[config.mk]
export PLATFORM = sky130hd
export DESIGN_NAME = bpred_btb_flat
export DESIGN_NICKNAME = d
export VERILOG_FILES = /design/src/rtl/bpred_btb_if.sv /design/src/rtl/bpred_btb.sv /design/src/flat_wrapper.sv
export SDC_FILE = /design/constraint.sdc
export NUM_CORES = 1
export LEC_CHECK = 0
export BUFFER_PORTS_ARGS = -buffer_cell sky130_fd_sc_hd__clkbuf_2
export CAP_MARGIN = 10
export CORE_MARGIN = 3
export CORE_UTILIZATION = 36
export CTS_CLUSTER_DIAMETER = 150
export CTS_CLUSTER_SIZE = 14
export DETAILED_ROUTE_END_ITERATION = 12
export HOLD_SLACK_MARGIN = 0.08
export SLEW_MARGIN = 20
export SYNTH_ARGS = -nofsm -noshare
export SYNTH_HDL_FRONTEND = slang
export SYNTH_SLANG_ARGS = --single-unit
[constraint.sdc]
create_clock -name clk -period 4 [get_ports clk]
set_clock_uncertainty 0.05 [all_clocks]
set_input_delay 0.6 -clock clk [delete_from_list [all_inputs] [get_ports clk]]
set_output_delay 0.6 -clock clk [all_outputs]
set_load 0.02 [all_outputs]
[src/rtl/bpred_btb_if.sv]
// Fetch/Decode signal bundle for the bpred_btb branch predictor.
// The master side drives the pipeline controls; the slave side is the predictor.
interface bpred_btb_if #(
    parameter int ADDR_W = 32
);
    logic [ADDR_W-1:0] pcF;
    logic [ADDR_W-1:0] nextpcF;
    logic              predtakenF;
    logic              stallD;
    logic              flushD;
    logic [ADDR_W-1:0] pcD;
    logic              cfvalidD;
    logic              condD;
    logic              takenD;
    logic [ADDR_W-1:0] targetD;
    logic              mispredictD;
    logic [ADDR_W-1:0] redirectpcD;
    logic              invalidate;

    modport master (
        output pcF, stallD, flushD, pcD, cfvalidD, condD, takenD, targetD, invalidate,
        input  nextpcF, predtakenF, mispredictD, redirectpcD
    );

    modport slave (
        input  pcF, stallD, flushD, pcD, cfvalidD, condD, takenD, targetD, invalidate,
        output nextpcF, predtakenF, mispredictD, redirectpcD
    );
endinterface

[src/rtl/bpred_btb.sv]
// Direct-mapped BTB looked up in Fetch, resolved and trained in Decode.
// Define BPRED_BHT_EN to add 2-bit saturating direction counters per entry.
module bpred_btb #(
    parameter int ADDR_W  = 32,
    parameter int ENTRIES = 16
) (
    input  logic          clk,
    input  logic          reset,
    bpred_btb_if.slave    bus
);
    localparam int IDX_W = $clog2(ENTRIES);
    localparam int TAG_W = ADDR_W - IDX_W - 2;

    typedef logic [IDX_W-1:0] idx_t;
    typedef logic [TAG_W-1:0] tag_t;

    logic              valid_q  [ENTRIES];
    tag_t              tag_q    [ENTRIES];
    logic [ADDR_W-1:0] target_q [ENTRIES];
`ifdef BPRED_BHT_EN
    logic [1:0]        ctr_q    [ENTRIES];
`else
    // Direction comes from presence alone, so the conditional flag is not needed.
    logic              unused_cond;
    assign unused_cond = bus.condD;
`endif

    logic              predtaken_d_q;
    logic [ADDR_W-1:0] predtarget_d_q;

    idx_t              idx_f, idx_d;
    tag_t              tag_f, tag_d;
    logic              hit_f, hit_d;
    logic              pred_taken_f;
    logic [ADDR_W-1:0] next_pc_f;
    logic              train;

    assign idx_f = bus.pcF[IDX_W+1:2];
    assign tag_f = bus.pcF[ADDR_W-1:IDX_W+2];
    assign idx_d = bus.pcD[IDX_W+1:2];
    assign tag_d = bus.pcD[ADDR_W-1:IDX_W+2];
    assign hit_d = valid_q[idx_d] && (tag_q[idx_d] == tag_d);
    assign train = bus.cfvalidD && !bus.stallD && !bus.invalidate;

    always_comb begin
        hit_f = valid_q[idx_f] && (tag_q[idx_f] == tag_f);
`ifdef BPRED_BHT_EN
        pred_taken_f = hit_f && ctr_q[idx_f][1];
`else
        pred_taken_f = hit_f;
`endif
        next_pc_f = pred_taken_f ? target_q[idx_f] : bus.pcF + ADDR_W'(4);
    end

    assign bus.predtakenF = pred_taken_f;
    assign bus.nextpcF    = next_pc_f;

    // NOTE: sequential state uses non-blocking assignments so every register samples pre-edge values.
    always_ff @(posedge clk or negedge reset) begin
        if (!reset) begin
            predtaken_d_q  <= 1'b0;
            predtarget_d_q <= '0;
        end else if (bus.flushD) begin
            predtaken_d_q  <= 1'b0;
            predtarget_d_q <= '0;
        end else if (!bus.stallD) begin
            predtaken_d_q  <= pred_taken_f;
            predtarget_d_q <= next_pc_f;
        end
    end

    // NOTE: combinational outputs get a default first, so no branch can leave them unassigned and infer a latch.
    always_comb begin
        bus.mispredictD = predtaken_d_q;
        bus.redirectpcD = bus.pcD + ADDR_W'(4);
        if (bus.cfvalidD) begin
            bus.mispredictD = (predtaken_d_q != bus.takenD) ||
                              (bus.takenD && (predtarget_d_q != bus.targetD));
            if (bus.takenD) begin
                bus.redirectpcD = bus.targetD;
            end
        end
    end

    // Valid bits (and counters) carry the reset state; invalidate overrides any training.
    always_ff @(posedge clk or negedge reset) begin
        if (!reset) begin
            for (int i = 0; i < ENTRIES; i++) begin
                valid_q[i] <= 1'b0;
`ifdef BPRED_BHT_EN
                ctr_q[i]   <= 2'b01;
`endif
            end
        end else if (bus.invalidate) begin
            for (int i = 0; i < ENTRIES; i++) begin
                valid_q[i] <= 1'b0;
            end
        end else if (train) begin
`ifdef BPRED_BHT_EN
            if (hit_d) begin
                if (bus.takenD) begin
                    if (!bus.condD) begin
                        ctr_q[idx_d] <= 2'b11;
                    end else if (ctr_q[idx_d] != 2'b11) begin
                        ctr_q[idx_d] <= ctr_q[idx_d] + 2'b01;
                    end
                end else if (ctr_q[idx_d] != 2'b00) begin
                    ctr_q[idx_d] <= ctr_q[idx_d] - 2'b01;
                end
            end else if (bus.takenD) begin
                valid_q[idx_d] <= 1'b1;
                ctr_q[idx_d]   <= bus.condD ? 2'b10 : 2'b11;
            end
`else
            if (bus.takenD) begin
                valid_q[idx_d] <= 1'b1;
            end else if (hit_d) begin
                valid_q[idx_d] <= 1'b0;
            end
`endif
        end else if (!bus.cfvalidD && predtaken_d_q) begin
            valid_q[idx_d] <= 1'b0;
        end
    end

    // NOTE: tag and target storage is not reset; a cleared valid bit makes its contents unobservable.
    always_ff @(posedge clk) begin
        if (train && bus.takenD) begin
            tag_q[idx_d]    <= tag_d;
            target_q[idx_d] <= bus.targetD;
        end
    end
endmodule
[src/flat_wrapper.sv]
// flat-port wrapper written by rule: the top's interface ports become plain ports
module bpred_btb_flat 
#(
    parameter int ADDR_W  = 32,
    parameter int ENTRIES = 16
)
  (clk, reset, bus_pcF, bus_stallD, bus_flushD, bus_pcD, bus_cfvalidD, bus_condD, bus_takenD, bus_targetD, bus_invalidate, bus_nextpcF, bus_predtakenF, bus_mispredictD, bus_redirectpcD);
  bpred_btb_if #(.ADDR_W(ADDR_W)) bus_i ();
  input  logic clk;
  input  logic reset;
  input wire logic [$bits(bus_i.pcF)-1:0] bus_pcF;
  input wire logic [$bits(bus_i.stallD)-1:0] bus_stallD;
  input wire logic [$bits(bus_i.flushD)-1:0] bus_flushD;
  input wire logic [$bits(bus_i.pcD)-1:0] bus_pcD;
  input wire logic [$bits(bus_i.cfvalidD)-1:0] bus_cfvalidD;
  input wire logic [$bits(bus_i.condD)-1:0] bus_condD;
  input wire logic [$bits(bus_i.takenD)-1:0] bus_takenD;
  input wire logic [$bits(bus_i.targetD)-1:0] bus_targetD;
  input wire logic [$bits(bus_i.invalidate)-1:0] bus_invalidate;
  output wire logic [$bits(bus_i.nextpcF)-1:0] bus_nextpcF;
  output wire logic [$bits(bus_i.predtakenF)-1:0] bus_predtakenF;
  output wire logic [$bits(bus_i.mispredictD)-1:0] bus_mispredictD;
  output wire logic [$bits(bus_i.redirectpcD)-1:0] bus_redirectpcD;
  assign bus_i.pcF = bus_pcF;
  assign bus_i.stallD = bus_stallD;
  assign bus_i.flushD = bus_flushD;
  assign bus_i.pcD = bus_pcD;
  assign bus_i.cfvalidD = bus_cfvalidD;
  assign bus_i.condD = bus_condD;
  assign bus_i.takenD = bus_takenD;
  assign bus_i.targetD = bus_targetD;
  assign bus_i.invalidate = bus_invalidate;
  assign bus_nextpcF = bus_i.nextpcF;
  assign bus_predtakenF = bus_i.predtakenF;
  assign bus_mispredictD = bus_i.mispredictD;
  assign bus_redirectpcD = bus_i.redirectpcD;
  bpred_btb #(.ADDR_W(ADDR_W), .ENTRIES(ENTRIES)) u_core (.clk(clk), .reset(reset), .bus(bus_i));
endmodule
==> impl_metrics.csv, run 1 <==
group,metric,value,unit
status,status,"complete, but fails checks",
status,violations,"setup timing",
clock_network,cts.reportedPaths.clkPinSlew,0.07,ns
worst_setup_path,r2r_cells,11,
yosys,syn_inst,2462,
worst_setup_path,arrival,3.96,ns
power,ir_worst_vdd,0.000284,V
cells_and_area,postLayoutCoreUtil,43.7,%
cells_and_area,syn_to_final_growth,19.9,%
yosys,muxShareOfSynthArea,21.4,%
floorplan,start_util,36.5,%
yosys,synth_adder_area_share,0.140,%
sta,layout_min_cycle_time,4.61,ns
sta,slew_viol_final,0,
worst_setup_path,path_common_cell,"buf_4",
worst_setup_path,worstPathMaxFanout,7,
yosys,syn-num-nets,2571,
yosys,yosysSeqAreaShare,65.1,%
yosys,synth.cell_area,0.0447,mm2
power,power_density,394,mW/mm2
sta,fmax,217,MHz
worst_setup_path,cp_cell_sequence,"buf_8 -> buf_4 -> buf_4 -> mux4_2 -> mux2i_1 -> mux2i_1 -> buf_4 -> xor2_1 -> nor4_2 -> o21ai_2 -> nor4_4 -> buf_6 -> buf_6 -> mux2_4 -> buf_8",
job,drv_cap,0,
drt,drt-initial-drc-count,3976,
min_path,min_path_type,"in -> reg",
min_path,min_to,"u_core.valid_q[13]",
yosys,yosysWarnings,0,
drt,wl_per_cell,34.8,um
yosys,yosysUniqueCellTypes,76,
yosys,synth-edff-count,928,
worst_setup_path,cp-end-kind,"output pin",
worst_setup_path,critPathKind,"in -> out",
sta,final-hold-violation-count,0,
clock_network,htreeDepth,3,
clock_network,numCtsBuffers,79,
floorplan,ioPinCount,170,
cells_and_area,drive_gt1_share,38.9,%
floorplan,fp-row-count,128,
sta,setup_ws,-0.612,ns
yosys,synth_flop_cell,"edfxtp_1",
placement,io_buffers,168,
drt,drc,0,
worst_setup_path,cp_slowest_cell,"mux4_2",
sta,setup_viol,33,
drt,drt-total-wl,162,mm
yosys,syn-mean-instance-area,18.2,um2
drt,vias,28500,
power,p_leak,18.0,nW
clock_network,insertion_delay,0.68,ns
worst_setup_path,r2r_end,"u_core.valid_q[7]",
worst_setup_path,worstReg2RegStart,"u_core.tag_q[2][17]",
placement,dp_hpwl,112,mm
drt,avgViaCountPerCell,6.14,
sta,fin_hold_ws,0.172,ns
worst_setup_path,worstPathRequired,3.35,ns
clock_network,cts-root-buf,"clkbuf_16",
global_route,grt_usage,25.0,%
clock_network,cts_buffer_depth,3,
global_route,grt_overflow,0,
min_path,min_path_cells,2,
worst_setup_path,critPathLaunchType,"input pin",
sta,relSlewSlack,30.5,%
global_route,grt_pass1_vias,28400,
drt,drt-pass1-iter-count,8,
min_path,min_from,"bus_invalidate",
sta,rsz0062_at_grt,"yes",
cells_and_area,final_common_cell,"edfxtp_1",
sta,min_period_over_period,115,%
floorplan,die_h,358,um
yosys,synth_top_family_by_area,"multiplexers",
yosys,synthSimpleGateAreaFrac,4.71,%
cells_and_area,final_nets,3082,
yosys,ys_ff_latch,977,
clock_network,tritoncts,"yes",
cells_and_area,layout_common_cells,"edfxtp_1 (928), mux4_2 (373), buf_4 (368)",
placement,gp_congestion,0.975,
global_route,grt_antenna_before_repair,12,
clock_network,clock_sinks,977,
floorplan,dieWidth,358,um
floorplan,core,0.123,mm2
worst_setup_path,critPathMaxStageDelay,0.51,ns
yosys,synthArstFlopShare,5.02,%
global_route,grt_pass1_wl,225,mm
drt,drtAntennaViolNets,0,
yosys,synth_compound_area_share,4.30,%
floorplan,die_area,0.128,mm2
sta,tightest_slew,1.02,ns
yosys,synth_xor_area_share,2.37,%
global_route,grt_max_degree,60,
worst_setup_path,regToRegSetupSlack,0.23,ns
per-stage QoR:
step	area (um2)	power [W]	setup TNS (ns)	cells	worst slack (ns)
final	53600	0.0211	-17.47	4641	-0.612
after global routing	53600	0.0217	-21.63	4630	-0.715
after CTS	53300	0.0211	-17.16	4623	-0.648
after detailed placement	50600	0.0138	-35.03	4499	-0.854
after global placement	50600	0.0138	-37.14	4499	-0.845
after floorplan	44900	0.0126	-1.99	2462	-0.230
cell type report:
cell class / count / area, um2
inverter: 42 / 159
clock inverter: 7 / 148
clock buffer: 105 / 2100
tap: 1625 / 2030
sequential: 977 / 29100
multi-input combinational: 1288 / 15200
antenna: 12 / 30.0
fill: 10700 / 68900
timing repair buffer: 585 / 4840
timing repair:
action                     CTS  global route
hold buffers                 1             0
gates resized for setup     74            68
hold endpoints to repair    49             0
setup endpoints to repair   36            37
cloned                       1             2
setup buffers               10             5
pin swaps                   17            10
power by group:
part	switching (W)	internal (W)	leakage (nW)
logic	0.00144	0.00100	7.94
registers	0.0000380	0.0112	9.00
clock network	0.00367	0.00369	1.08
total	0.00515	0.0159	18.0
routing by layer:
metal  vias up  routed length (um)  share of wire [%]  global-route usage, %
li1      11300                   -                  -                      -
met5         -                   0                  0                      0
met1     15300               66200                 41                   35.7
met4         0                4560                2.8                   6.71
met3       236               16100                9.9                   5.34
met2      1735               74800                 46                   39.0
logic make-up after synthesis:
logic type | after synthesis
flops | 977
mux | 484
simple gates | 413
compound gates | 265
buf+inv | 197
xor+xnor | 121
fa+ha+maj | 5
sequential cells by signal, summed over array words and instances, names as in the netlist:
name	cells
u_core.tag_q	416
u_core.predtaken_d_q	1
u_core.predtarget_d_q	32
u_core.target_q	512
u_core.valid_q	16
worst max-delay path by stage:
stage / start / end / slack, ns / cells after the start
finish: bus_pcF[2] / bus_nextpcF[30] / -0.61 / 15
global route: u_core.tag_q[6][11] / bus_nextpcF[13] / -0.72 / 11
CTS: u_core.tag_q[15][19] / bus_nextpcF[11] / -0.65 / 12
detailed placement: bus_pcF[3] / bus_nextpcF[11] / -0.85 / 14
global placement: bus_pcF[3] / bus_nextpcF[31] / -0.84 / 14
floorplan: bus_pcF[2] / bus_nextpcF[11] / -0.23 / 10
worst max-delay path, delay by kind of cell:
| kind | cells | cell delay [ns] |
|---|---|---|
| simple gates | 2 | 0.69 |
| compound gates | 1 | 0.16 |
| mux | 4 | 1.11 |
| buf+inv | 7 | 1.15 |
| xor+xnor | 1 | 0.22 |
Yosys cell counts, drive strengths merged, types with 6 or more instances:
cell type / number / share of area, %
nand3: 36 / 0.40
a22oi: 15 / 0.25
nand2b: 11 / 0.15
dfrtp: 49 / 2.7
o31ai: 6 / 0.10
a311o: 27 / 0.60
nand4: 19 / 0.27
buf: 86 / 1.1
or3: 7 / 0.098
mux4: 373 / 19
xor2: 40 / 0.78
o2111ai: 6 / 0.12
a21o: 8 / 0.13
o211ai: 13 / 0.22
clkbuf: 69 / 0.58
o22ai: 16 / 0.22
o21ai: 58 / 0.65
nor4: 48 / 0.72
a31o: 7 / 0.14
mux2: 48 / 1.2
edfxtp: 928 / 62
nor2: 62 / 0.52
a21oi: 28 / 0.31
nor3: 14 / 0.16
mux2i: 63 / 1.4
nand2: 130 / 1.1
xnor2: 81 / 1.6
a31oi: 14 / 0.20
o2bb2ai: 6 / 0.12
and2: 36 / 0.50
inv: 39 / 0.33
a2bb2oi: 6 / 0.12
nor2b: 10 / 0.14
and3: 22 / 0.31
No activity file was read; power rests on OpenSTA's default activity.
==> inputs of run 2 (changes only) <==
--- a/config.mk
+++ b/config.mk
@@ -13,6 +13,7 @@
 export CTS_CLUSTER_SIZE = 14
 export DETAILED_ROUTE_END_ITERATION = 12
 export HOLD_SLACK_MARGIN = 0.08
+export REMOVE_ABC_BUFFERS = 1
 export SLEW_MARGIN = 20
 export SYNTH_ARGS = -nofsm -noshare
 export SYNTH_HDL_FRONTEND = slang
==> impl_metrics.csv, run 2 (synthesis results as in run 1) <==
group,metric,value,unit
sta,setup_ws,-0.557,ns
power,power_frac_comb,11.7,%
global_route,grt_overflow,0,
sta,setup_tns,-16.62,ns
cells_and_area,largest_reg_flops,512,
sta,final-hold-violation-count,0,
status,violations,"setup timing",
sta,setup_viol,33,
sta,fin_hold_ws,0.139,ns
min_path,min_path_type,"in -> reg",
cells_and_area,postLayoutCoreUtil,43.9,%
floorplan,core,0.123,mm2
global_route,grt_max_degree,85,
global_route,grt_usage,25.2,%
sta,min_period_over_period,114,%
placement,gp_congestion,0.992,
job,drv_cap,0,
cells_and_area,fillers,10700,
drt,avgViaCountPerCell,6.07,
placement,dp_hpwl,112,mm
clock_network,cts_buffer_depth,3,
worst_setup_path,arrival,3.91,ns
cells_and_area,finalNonFillerCells,4666,
sta,tightest_slew,0.965,ns
drt,drc,0,
drt,wl_per_cell,35.0,um
placement,post_dp_cell_area,0.0506,mm2
power,seqPwrFrac,53.6,%
status,status,"complete, but fails checks",
power,clkPwrFrac,34.7,%
worst_setup_path,r2r_cells,10,
floorplan,ioPinCount,170,
clock_network,insertion_delay,0.70,ns
power,p_leak,18.1,nW
power,p_int,0.0160,W
sta,rsz0062_at_grt,"yes",
sta,layout_min_cycle_time,4.56,ns
global_route,grt_pass1_wl,225,mm
cells_and_area,syn_to_final_growth,20.2,%
sta,slew_viol_final,0,
power,power_density,392,mW/mm2
global_route,grt_pass1_vias,28300,
clock_network,numCtsBuffers,79,
floorplan,die_h,358,um
clock_network,clock_sinks,977,
clock_network,cts-root-buf,"clkbuf_16",
floorplan,start_util,36.5,%
sta,fmax,219,MHz
cells_and_area,final_nets,3107,
clock_network,cts.reportedPaths.clkPinSlew,0.09,ns
worst_setup_path,critPathKind,"in -> out",
min_path,min_path_cells,2,
worst_setup_path,critPathLaunchType,"input pin",
worst_setup_path,worstPathMaxFanout,25,
cells_and_area,largest_registers,"u_core.target_q: 512 flops, u_core.tag_q: 416 flops, u_core.predtarget_d_q: 32 flops",
worst_setup_path,cp-end-kind,"output pin",
cells_and_area,drive_gt1_share,39.6,%
cells_and_area,layout_common_cells,"edfxtp_1 (928), buf_4 (390), mux4_2 (372)",
cells_and_area,finalInstanceArea,0.0537,mm2
clock_network,htreeDepth,3,
floorplan,dieWidth,358,um
drt,drtAntennaViolNets,0,
drt,drt-pass1-iter-count,7,
worst_setup_path,worstPathRequired,3.35,ns
clock_network,tritoncts,"yes",
cells_and_area,final_common_cell,"edfxtp_1",
drt,drt-total-wl,163,mm
drt,vias,28300,
floorplan,die_area,0.128,mm2
placement,io_buffers,168,
power,p_sw,0.00512,W
placement,place_inst,4508,
sta,relSlewSlack,35.2,%
power,swShare,24.3,%
power,ir_worst_vdd,0.000280,V
global_route,grt_antenna_before_repair,16,
drt,drt-initial-drc-count,3880,
cells_and_area,largest_register,"u_core.target_q",
floorplan,fp-row-count,128,
## run 2: routing by layer
layer	up-vias	global-route usage, %	wire (um)
li1	11300	-	-
met1	15100	35.0	66400
met2	1598	38.5	73900
met3	281	6.02	16100
met4	12	9.53	6640
met5	-	0	76
## run 2: layout make-up
class | instances | area [um2] | area share, %
clock buffers | 111 | 2100 | 3.90
repair buffers | 610 | 5040 | 9.39
well taps | 1625 | 2030 | 3.78
diodes | 5 | 12.5 | 0.0233
flip-flops and latches | 977 | 29100 | 54.1
clock inverters | 8 | 129 | 0.240
inverters | 42 | 159 | 0.296
multi-input cells | 1288 | 15200 | 28.2
## run 2: final timing paths
kind | start | to | slack, ns
setup / recovery | bus_pcF[3] | bus_nextpcF[27] | -0.56
hold / removal | bus_invalidate | u_core.valid_q[13] | 0.14
setup reg to reg | u_core.tag_q[3][24] | u_core.predtarget_d_q[16] | 0.54
hold reg to reg | u_core.predtarget_d_q[8] | u_core.predtarget_d_q[8] | 0.47
max in group asynchronous | reset | u_core.predtarget_d_q[16] | 2.45
min in group asynchronous | reset | u_core.predtaken_d_q | 0.48
## run 2: worst max-delay path, cell delays in order
cell     delay [ns]
buf_16         0.17
buf_16         0.16
buf_4          0.12
buf_4          0.14
mux2_2         0.33
or3_1          0.34
and4_1         0.22
o21ai_2        0.27
nor4_2         0.09
buf_4          0.17
buf_4          0.14
o211a_1        0.25
nand3_2        0.10
buf_12         0.21
mux2_2         0.38
buf_4          0.16
## run 2: through the flow
step / setup slack [ns] / total power (W)
finish: -0.557 / 0.0211
global route: -0.602 / 0.0217
CTS: -0.626 / 0.0211
detailed placement: -0.732 / 0.0138
floorplan: -1.43 / 0.0124
global placement: -0.763 / 0.0138
## run 2: power groups by stage
stage | clock network, W | registers (W) | logic [W]
2_1_floorplan | 0 | 0.0115 | 0.000931
3_3_place_gp | 0 | 0.0115 | 0.00232
3_5_place_dp | 0 | 0.0115 | 0.00234
4_1_cts | 0.00746 | 0.0113 | 0.00238
5_1_grt | 0.00783 | 0.0113 | 0.00257
6_report | 0.00731 | 0.0113 | 0.00247
## run 2: repair_timing
| action | in CTS | in global routing |
|---|---|---|
| endpoints found under the setup margin | 34 | 38 |
| hold buffers | 1 | 0 |
| endpoints found under the hold margin | 17 | 0 |
| buffers inserted | 6 | 23 |
| gates cloned | 1 | 3 |
| pin swaps | 6 | 18 |
| gates resized for setup | 48 | 122 |
